File: config.mk
export PLATFORM = sky130hd
export DESIGN_NAME = spi_slave_duplex
export DESIGN_NICKNAME = d
export VERILOG_FILES = /design/src/rtl/spi_slave_duplex.sv
export SDC_FILE = /design/constraint.sdc
export NUM_CORES = 1
export LEC_CHECK = 0
export ABC_AREA = 1
export BUFFER_PORTS_ARGS = -buffer_cell sky130_fd_sc_hd__buf_4
export CORE_MARGIN = 8
export CORE_UTILIZATION = 25
export CTS_CLUSTER_DIAMETER = 80
export CTS_CLUSTER_SIZE = 40
export DETAILED_ROUTE_END_ITERATION = 8
export SYNTH_ARGS = -nofsm -noshare
export SYNTH_HDL_FRONTEND = slang
export SYNTH_SLANG_ARGS = --single-unit
export TNS_END_PERCENT = 20
File: constraint.sdc
create_clock -name clk -period 1.3 [get_ports clk]
set_input_delay 0.26 -clock clk [delete_from_list [all_inputs] [get_ports clk]]
set_output_delay 0.26 -clock clk [all_outputs]
set_load 0.02 [all_outputs]
File: src/rtl/spi_slave_duplex.sv
// spi_slave_duplex: parametrised full-duplex SPI slave, oversampled on the system clock.
// Handles all four SPI modes, WORD_W-bit words (MSB first) and multi-word frames per CS.
// Optional feature macro: SPI_SLAVE_DUPLEX_OVR_EN enables the sticky rx_overrun flag;
// when undefined rx_overrun is tied to 0.
module spi_slave_duplex #(
    parameter int unsigned WORD_W      = 8,
    parameter bit          CPOL        = 1'b0,
    parameter bit          CPHA        = 1'b0,
    parameter int unsigned SYNC_STAGES = 2
) (
    input  logic              clk,
    input  logic              rst,
    input  logic              sck,
    input  logic              cs,
    input  logic              mosi,
    output logic              miso,
    input  logic [WORD_W-1:0] tx_data,
    input  logic              tx_load,
    output logic              tx_ready,
    output logic [WORD_W-1:0] rx_data,
    output logic              rx_valid,
    input  logic              rx_ack,
    output logic              rx_overrun,
    output logic              frame_active
);

    localparam int unsigned CNT_W = (WORD_W > 2) ? $clog2(WORD_W) : 1;
    localparam logic [CNT_W-1:0] LAST_BIT = CNT_W'(WORD_W - 1);

    typedef enum logic [0:0] {StIdle, StShift} state_e;

    // Synchroniser chains; CS resets deasserted and SCK to its idle level so that
    // leaving reset never looks like a frame start or a clock edge.
    logic [SYNC_STAGES-1:0] sck_sync_q;
    logic [SYNC_STAGES-1:0] cs_sync_q;
    logic [SYNC_STAGES-1:0] mosi_sync_q;
    logic                   sck_prev_q;

    logic sck_s;
    logic cs_s;
    logic mosi_s;
    logic leading_edge;
    logic trailing_edge;
    logic sample_edge;
    logic shift_edge;

    state_e            state_q,    state_d;
    logic [CNT_W-1:0]  bit_cnt_q,  bit_cnt_d;
    logic [WORD_W-1:0] rx_shift_q, rx_shift_d;
    logic [WORD_W-1:0] tx_shift_q, tx_shift_d;
    logic [WORD_W-1:0] tx_buf_q,   tx_buf_d;
    logic              tx_full_q,  tx_full_d;
    logic [WORD_W-1:0] rx_data_q,  rx_data_d;
    logic              rx_valid_q, rx_valid_d;

    logic load_word;
    logic tx_consume;
    logic word_done;

    // Pin synchronisers plus the extra SCK flop used for edge detection.
    always_ff @(posedge clk or negedge rst) begin
        if (!rst) begin
            sck_sync_q  <= {SYNC_STAGES{CPOL}};
            cs_sync_q   <= '1;
            mosi_sync_q <= '0;
            sck_prev_q  <= CPOL;
        end else begin
            sck_sync_q  <= {sck_sync_q[SYNC_STAGES-2:0], sck};
            cs_sync_q   <= {cs_sync_q[SYNC_STAGES-2:0], cs};
            mosi_sync_q <= {mosi_sync_q[SYNC_STAGES-2:0], mosi};
            sck_prev_q  <= sck_sync_q[SYNC_STAGES-1];
        end
    end

    // Edge pulses: leading leaves the idle level, trailing returns to it.
    always_comb begin
        sck_s         = sck_sync_q[SYNC_STAGES-1];
        cs_s          = cs_sync_q[SYNC_STAGES-1];
        mosi_s        = mosi_sync_q[SYNC_STAGES-1];
        leading_edge  = (sck_prev_q == CPOL) && (sck_s != CPOL);
        trailing_edge = (sck_prev_q != CPOL) && (sck_s == CPOL);
        sample_edge   = CPHA ? trailing_edge : leading_edge;
        shift_edge    = CPHA ? leading_edge : trailing_edge;
    end

    // FSM next state, shift registers and word-boundary TX loads.
    always_comb begin
        state_d    = state_q;
        bit_cnt_d  = bit_cnt_q;
        rx_shift_d = rx_shift_q;
        tx_shift_d = tx_shift_q;
        load_word  = 1'b0;
        word_done  = 1'b0;
        case (state_q)
            StIdle: begin
                bit_cnt_d  = '0;
                tx_shift_d = '0;
                if (!cs_s) begin
                    state_d = StShift;
                    // CPHA=0 masters sample the MSB on the first edge, so it must be ready now.
                    if (!CPHA) begin
                        load_word = 1'b1;
                    end
                end
            end
            StShift: begin
                if (cs_s) begin
                    // Frame ended: drop any partial word.
                    state_d    = StIdle;
                    bit_cnt_d  = '0;
                    rx_shift_d = '0;
                    tx_shift_d = '0;
                end else if (sample_edge) begin
                    rx_shift_d = {rx_shift_q[WORD_W-2:0], mosi_s};
                    if (bit_cnt_q == LAST_BIT) begin
                        bit_cnt_d = '0;
                        word_done = 1'b1;
                    end else begin
                        bit_cnt_d = bit_cnt_q + CNT_W'(1);
                    end
                end else if (shift_edge) begin
                    // A shift edge at bit 0 opens a new word: CPHA=0 after the last sample,
                    // CPHA=1 on the first leading edge of the word.
                    if (bit_cnt_q == '0) begin
                        load_word = 1'b1;
                    end else begin
                        tx_shift_d = tx_shift_q << 1;
                    end
                end
            end
            default: begin
                state_d = StIdle;
            end
        endcase
        tx_consume = load_word && tx_full_q;
        if (load_word) begin
            tx_shift_d = tx_full_q ? tx_buf_q : '0;
        end
    end

    // One-word TX buffer; a load colliding with consumption is dropped since tx_ready=0.
    always_comb begin
        tx_full_d = tx_full_q;
        tx_buf_d  = tx_buf_q;
        if (tx_consume) begin
            tx_full_d = 1'b0;
        end else if (tx_load && !tx_full_q) begin
            tx_full_d = 1'b1;
            tx_buf_d  = tx_data;
        end
    end

    // Received word hand-off; a completion beats a simultaneous rx_ack.
    always_comb begin
        rx_data_d  = rx_data_q;
        rx_valid_d = rx_valid_q;
        if (word_done) begin
            rx_data_d  = {rx_shift_q[WORD_W-2:0], mosi_s};
            rx_valid_d = 1'b1;
        end else if (rx_ack) begin
            rx_valid_d = 1'b0;
        end
    end

    // Core state registers.
    always_ff @(posedge clk or negedge rst) begin
        if (!rst) begin
            state_q    <= StIdle;
            bit_cnt_q  <= '0;
            rx_shift_q <= '0;
            tx_shift_q <= '0;
            tx_buf_q   <= '0;
            tx_full_q  <= 1'b0;
            rx_data_q  <= '0;
            rx_valid_q <= 1'b0;
        end else begin
            state_q    <= state_d;
            bit_cnt_q  <= bit_cnt_d;
            rx_shift_q <= rx_shift_d;
            tx_shift_q <= tx_shift_d;
            tx_buf_q   <= tx_buf_d;
            tx_full_q  <= tx_full_d;
            rx_data_q  <= rx_data_d;
            rx_valid_q <= rx_valid_d;
        end
    end

`ifdef SPI_SLAVE_DUPLEX_OVR_EN
    logic rx_ovr_q, rx_ovr_d;

    // Sticky overrun: set when a word lands on unread data, cleared by an ack
    // that does not coincide with a completion.
    always_comb begin
        rx_ovr_d = rx_ovr_q;
        if (word_done && rx_valid_q) begin
            rx_ovr_d = 1'b1;
        end else if (rx_ack && !word_done) begin
            rx_ovr_d = 1'b0;
        end
    end

    // Overrun flag register.
    always_ff @(posedge clk or negedge rst) begin
        if (!rst) begin
            rx_ovr_q <= 1'b0;
        end else begin
            rx_ovr_q <= rx_ovr_d;
        end
    end

    assign rx_overrun = rx_ovr_q;
`else
    assign rx_overrun = 1'b0;
`endif

    assign miso         = (state_q == StShift) ? tx_shift_q[WORD_W-1] : 1'b0;
    assign tx_ready     = ~tx_full_q;
    assign rx_data      = rx_data_q;
    assign rx_valid     = rx_valid_q;
    assign frame_active = ~cs_s;

endmodule

Yosys cells after proc, flatten, opt, wreduce, memory -nomap -nowiden --
Index checks and enable logic that the tools add are counted.
Storage, ports and cells: flip-flop bits (word level) 44, bits of input ports 15, output and inout port bits 13
Cells by class: add/subtract/negate cells 1, equality and inequality tests 5, mux-type cells 28, bitwise logic cells 6, reductions and logical operators 12
Operators with widths (number):
- 8-bit 2-to-1 mux | 6
- 8-bit one-hot mux with 2 select lines | 1
- 1-bit 2-to-1 mux | 14
- 7-bit 2-to-1 mux | 2
- 3-bit 2-to-1 mux | 3
- 4-bit by 3-bit inequality test with 1-bit output, second input constant | 2
- 1-bit NOT | 6
- 3-bit one-hot mux with 2 select lines | 1
- 2-bit nonzero test | 3
- 1-bit logical AND | 4
- 4-bit inequality test, second input constant | 1
- 2-bit AND reduction | 2
- 3-bit by 1-bit adder with 3-bit output, second input constant | 1
- 3-bit equality test, second input constant | 1
- 3-bit zero test | 1
- 3-bit inequality test, second input constant | 1
- 3-bit AND reduction | 1
- 1-bit one-hot mux with 2 select lines | 1
- 1-bit zero test | 1

Logic depth before layout (Yosys ltp) --
depth after elaboration 9, gate-level depth with buffers 10, mapped depth without buffers 10

Worst setup path before layout --
OpenSTA, ideal clock, no wires.
path type reg-to-reg, start register bit_cnt_q[0], end register rx_valid_q (netlist: rx_valid), setup time 0.128 ns, arrival 1.188 ns, slack -0.016 ns, cell stages (with the launch flop) 8, path buffers 1, clock period less this slack 1.316 ns, cell sequence dfrtp_1 ha_1 ha_1 inv_1 nor2_4 inv_2 buf_6 o21ai_0
Between the ends: cells in the longest elaborated chain, start to end 6, elaborated cells on any way between the ends 7
RTL lines:
- start, declared | line 48 | logic [CNT_W-1:0] bit_cnt_q, bit_cnt_d;
- start signal, assigned | line 178 | bit_cnt_q <= bit_cnt_d;
- 3-bit equality test (*) | line 115 | if (bit_cnt_q == LAST_BIT) begin
- 1-bit 2-to-1 mux (*) | line 115
- 1-bit 2-to-1 mux (*) | line 113 | end else if (sample_edge) begin
- 1-bit 2-to-1 mux (*) | line 107 | if (cs_s) begin
- 1-bit 2-to-1 mux (*) | line 94 | case (state_q)
- 1-bit 2-to-1 mux / 2-bit nonzero test (equally long branches)
- end signal, assigned | line 184 | rx_valid_q <= rx_valid_d;
- end, declared | line 54 | logic rx_valid_q, rx_valid_d;
Every way passes the cells marked *; elsewhere a longest branch is shown, timed or not. A chain may end at the register's enable or synchronous reset.

Worst setup path after layout --
start register cs_sync_q[1], end output frame_active
Between the ends: cells in the longest elaborated chain, start to end 1
RTL lines:
- start, declared | line 35 | logic [SYNC_STAGES-1:0] cs_sync_q;
- start signal, assigned | line 69 | cs_sync_q <= {cs_sync_q[SYNC_STAGES-2:0], cs};
- 1-bit NOT | line 220 | assign frame_active = ~cs_s;
- end, declared | line 24 | output logic frame_active
Every way passes these cells.

==> implementation parameters <==
Parameter                              Value

Outcome
  Result of the run    complete, but fails checks
  Failing checks    setup timing

Timing
  Final number of hold-violating endpoints    0
  Setup repair after global routing missed its margin    true
  Upper clock frequency limit    between 0.7 and 0.8 GHz
  Clock tree skew after final layout    0.00855 ns
  Share of the clock period used by the worst path after layout    105%
  Summed negative setup slack over all endpoints    -0.0629 ns
  Remaining max-slew budget at the tightest pin    63.4%
  Total count of max-transition violations in the final report    0
  Tightest Pin Transition    0.549 ns
  Final number of setup-violating endpoints    1
  Minimum clock period after layout    1.36 ns
  Smallest setup slack after layout    -0.0629 ns

Setup path
  Nature of the critical path endpoint    output pin
  CP Max Fanout    3
  Critical path launch point type    flop
  Reg2Reg Setup Slack    0.01 ns
  Library cell contributing the largest single delay on the critical path    sky130_fd_sc_hd__dfstp_2
  Destination of the critical timing path    frame_active
  Cell family with most CP delay    flip-flops
  Critical path depth in cells    2
  Data required, critical path    1.04 ns
  Origin of the worst setup path    cs_sync_q[1]$_DFF_PN1_
  Crit path kind    reg -> out
  Source of the worst register-to-register timing path    cs_sync_q[1]$_DFF_PN1_
  Critical-path cell list    inv_2 > buf_6
  Delay of the slowest critical-path stage    0.60 ns
  Endpoint of the most critical register-to-register path    tx_shift_q[6]$_DFFE_PN0P_
  Number of buffers and inverters on the critical path    2
  Critical Path AT    roughly 1.1 ns
  Register-to-Register Path Depth    7

Yosys
  Yosys reg bits    44
  Number of enable flip-flop cells after synthesis    0
  Cell accounting for the most synthesized area    sky130_fd_sc_hd__dfrtp_1
  Most common cell in the netlist    sky130_fd_sc_hd__nand2_1
  Syn_nets    between 150 and 200
  Syn avg cell area    10.5 sq um
  Total of warnings raised by yosys    0
  Gate count of the mapped netlist    between 150 and 200
  Dominant cells by area after synthesis    sky130_fd_sc_hd__dfrtp_1 58%, sky130_fd_sc_hd__nand2_1 9.3%, sky130_fd_sc_hd__mux2_2 5.0%
  Proportion of synthesized chip area in sequential cells    60.7%
  Post-Synthesis Cell Area    1820 sq um
  Most frequent cells after synthesis    45 x sky130_fd_sc_hd__nand2_1, 42 x sky130_fd_sc_hd__dfrtp_1, 17 x sky130_fd_sc_hd__inv_1, 17 x sky130_fd_sc_hd__nand3_1
  Async set-or-reset flop fraction in the synthesized netlist    100%
  Count of distinct cell types in the synthesized netlist    23
  Most used flip-flop cell after synthesis    sky130_fd_sc_hd__dfrtp_1
  Yosys top cell area share    slightly below 60%

Floorplan
  Die Ht    around 100 microns
  Count of boundary I/O pins    28
  Area of the die    10300 sq um
  Width of the die    101 microns
  Total core area    roughly 7000 sq um
  Starting utilization of the core area    roughly a quarter
  Cell row count    31

Global routing
  Gr ovfl total    0
  Most heavily used metal layer in global routing    met2
  Antenna violations before repair    0
  Wire length of the first global-routing pass    ~6200 microns
  Met2 track utilization from global routing    12.6%
  M3 GR Usage    1.44%
  Largest net degree at the start of global routing    between 40 and 50
  Met1 layer usage reported by global route    under 10%
  Global-route usage over all layers    7.68%
  Via count of the first global-routing pass    1354

Clock network
  Number of H-tree levels    2
  Number of buffers inserted during clock tree synthesis    5
  Maximum clock path buffer count    2
  Clock Sink Count    44
  Clock tree root buffer cell    sky130_fd_sc_hd__clkbuf_8
  CTS tree    built
  Later-pin clock latency in the skew report    0.30 ns
  Clock transition at the registers of the reported paths    0.08 ns

Power and ir drop
  Peak VDD IR    702 uV
  PD cells    1290 nW/um^2
  P_leak    between 1 and 1.5 nW

Worst hold path
  Number of stages on the worst hold path    1
  Origin of the worst min-delay path    sck
  Class of the tightest hold or removal check    in -> reg

Final layout
  Total area of multi-input combinational cells    between 700 and 800 sq um
  Growth of design area from synthesis to finish    35.7%
  Layout cell share with drive strength beyond 1    between 40% and 50%
  Final Instance Area    between 2000 and 2500 sq um
  Diodes inserted    0
  Nets    about 230
  # fillers    roughly 730
  Area occupied by registers    1100 sq um

Route
  Number of nets still failing antenna checks after routing    0
  Remaining design rule violation count    0
  Number of search-and-repair iterations in the first detailed-routing pass    4
  Total via count after detailed routing    1304
  Starting DRT DRC Count    52
  Detailed-route vias per instance    4.14
  Average wire per standard cell    11.7 microns
  Post-Route WL    roughly 3700 microns

Placed design
  Post-detailed-placement cell area    2160 sq um
  Hpwl dp    roughly 2400 microns
  PortBufs    26
  RePlAce Congestion    about 0.76

Job
  Max capacitance violation total    0
metrics by stage:
step	cells	setup WS [ns]	util, %	hold WS (ns)	total power [mW]
floorplan	173	0.0184	-	-0.0356	1.78
global placement	301	-0.0500	30.2	0.292	1.90
detailed placement	301	-0.0811	30.2	0.293	1.91
CTS	311	-0.0496	32.8	0.0563	3.17
global route	315	-0.101	34.6	0.0491	3.33
finish	315	-0.0629	34.6	0.0663	3.19
flip-flops by register name, summed over array words and instances (netlist names):
signal and count:
bit_cnt_q 3, cs_sync_q 2, mosi_sync_q 2, rx_data 8, rx_shift_q 7, rx_valid 1, sck_prev_q 1, sck_sync_q 2
state_q 1, tx_buf_q 8, tx_full_q 1, tx_shift_q 8
routing by layer:
layer	wire length [microns]	part of all wire, %
met2	1810	49
met5	0	0
met4	91	2.5
met3	83	2.3
met1	1690	46
cell type report:
class / count / share of cell area (%)
flip-flops and latches: 44 / 44.8
clock buffers: 6 / 2.94
repair buffers: 37 / 12.5
clock inverters: 2 / 2.44
multi-input cells: 107 / 29.0
inverters: 20 / 3.35
well taps: 99 / 5.02
where the power goes:
part	internal, mW	switching (mW)
registers	1.50	0.0836
clock network	0.768	0.470
logic	0.178	0.189
total	2.44	0.743
layout by cell type, fill, tap and decap left out:
cell,instances
sky130_fd_sc_hd__dlygate4sd3_1,1
sky130_fd_sc_hd__inv_4,1
sky130_fd_sc_hd__nand2_4,3
sky130_fd_sc_hd__dfstp_2,2
sky130_fd_sc_hd__nand3_1,7
sky130_fd_sc_hd__nor2_2,1
sky130_fd_sc_hd__a21oi_2,1
sky130_fd_sc_hd__dfrtp_2,1
sky130_fd_sc_hd__clkbuf_1,1
sky130_fd_sc_hd__nand3_2,10
sky130_fd_sc_hd__a21oi_1,1
sky130_fd_sc_hd__buf_6,4
sky130_fd_sc_hd__dfrtp_1,41
sky130_fd_sc_hd__nor2_4,2
sky130_fd_sc_hd__o22ai_1,6
sky130_fd_sc_hd__nor2_8,1
sky130_fd_sc_hd__nand2_1,41
sky130_fd_sc_hd__buf_12,1
sky130_fd_sc_hd__o21ai_2,8
sky130_fd_sc_hd__ha_4,1
sky130_fd_sc_hd__o21ai_0,4
sky130_fd_sc_hd__mux2_2,8
sky130_fd_sc_hd__inv_1,11
sky130_fd_sc_hd__clkbuf_8,5
sky130_fd_sc_hd__conb_1,1
sky130_fd_sc_hd__nand4_1,3
sky130_fd_sc_hd__nor2_1,2
sky130_fd_sc_hd__nand2_2,5
sky130_fd_sc_hd__buf_4,31
sky130_fd_sc_hd__inv_6,1
sky130_fd_sc_hd__bufinv_16,2
sky130_fd_sc_hd__inv_2,7
sky130_fd_sc_hd__ha_1,2
logic make-up (layout without fill, tap and decap cells):
group / after synthesis / in the layout / share of synthesized area [%]
and+or+nand+nor: 74 / 75 / 18.9
DFF: 44 / 44 / 60.7
buffers and inverters: 23 / 65 / 5.44
AOI/OAI and AO/OA: 20 / 20 / 7.78
muxes: 8 / 8 / 4.96
adders and majority gates: 3 / 3 / 2.06
other: 1 / 1 / 0.206
worst min path at each step:
stage and end:
2_1_floorplan bit_cnt_q[0]$_DFFE_PN0P_, 3_3_place_gp mosi_sync_q[0]$_DFF_PN0_, 3_5_place_dp rx_data[6]$_DFFE_PN0P_, 4_1_cts cs_sync_q[0]$_DFF_PN1_, 5_1_grt cs_sync_q[0]$_DFF_PN1_, 6_report sck_sync_q[0]$_DFF_PN0_
what timing repair did:
action	4_1_cts	5_1_grt
endpoints found under the hold margin	42	0
buffers inserted	1	3
pin swaps	2	10
hold buffers	1	0
setup endpoints to repair	17	20
resized for setup	8	26
gates cloned	0	1
No activity file was read; power rests on OpenSTA's default activity.
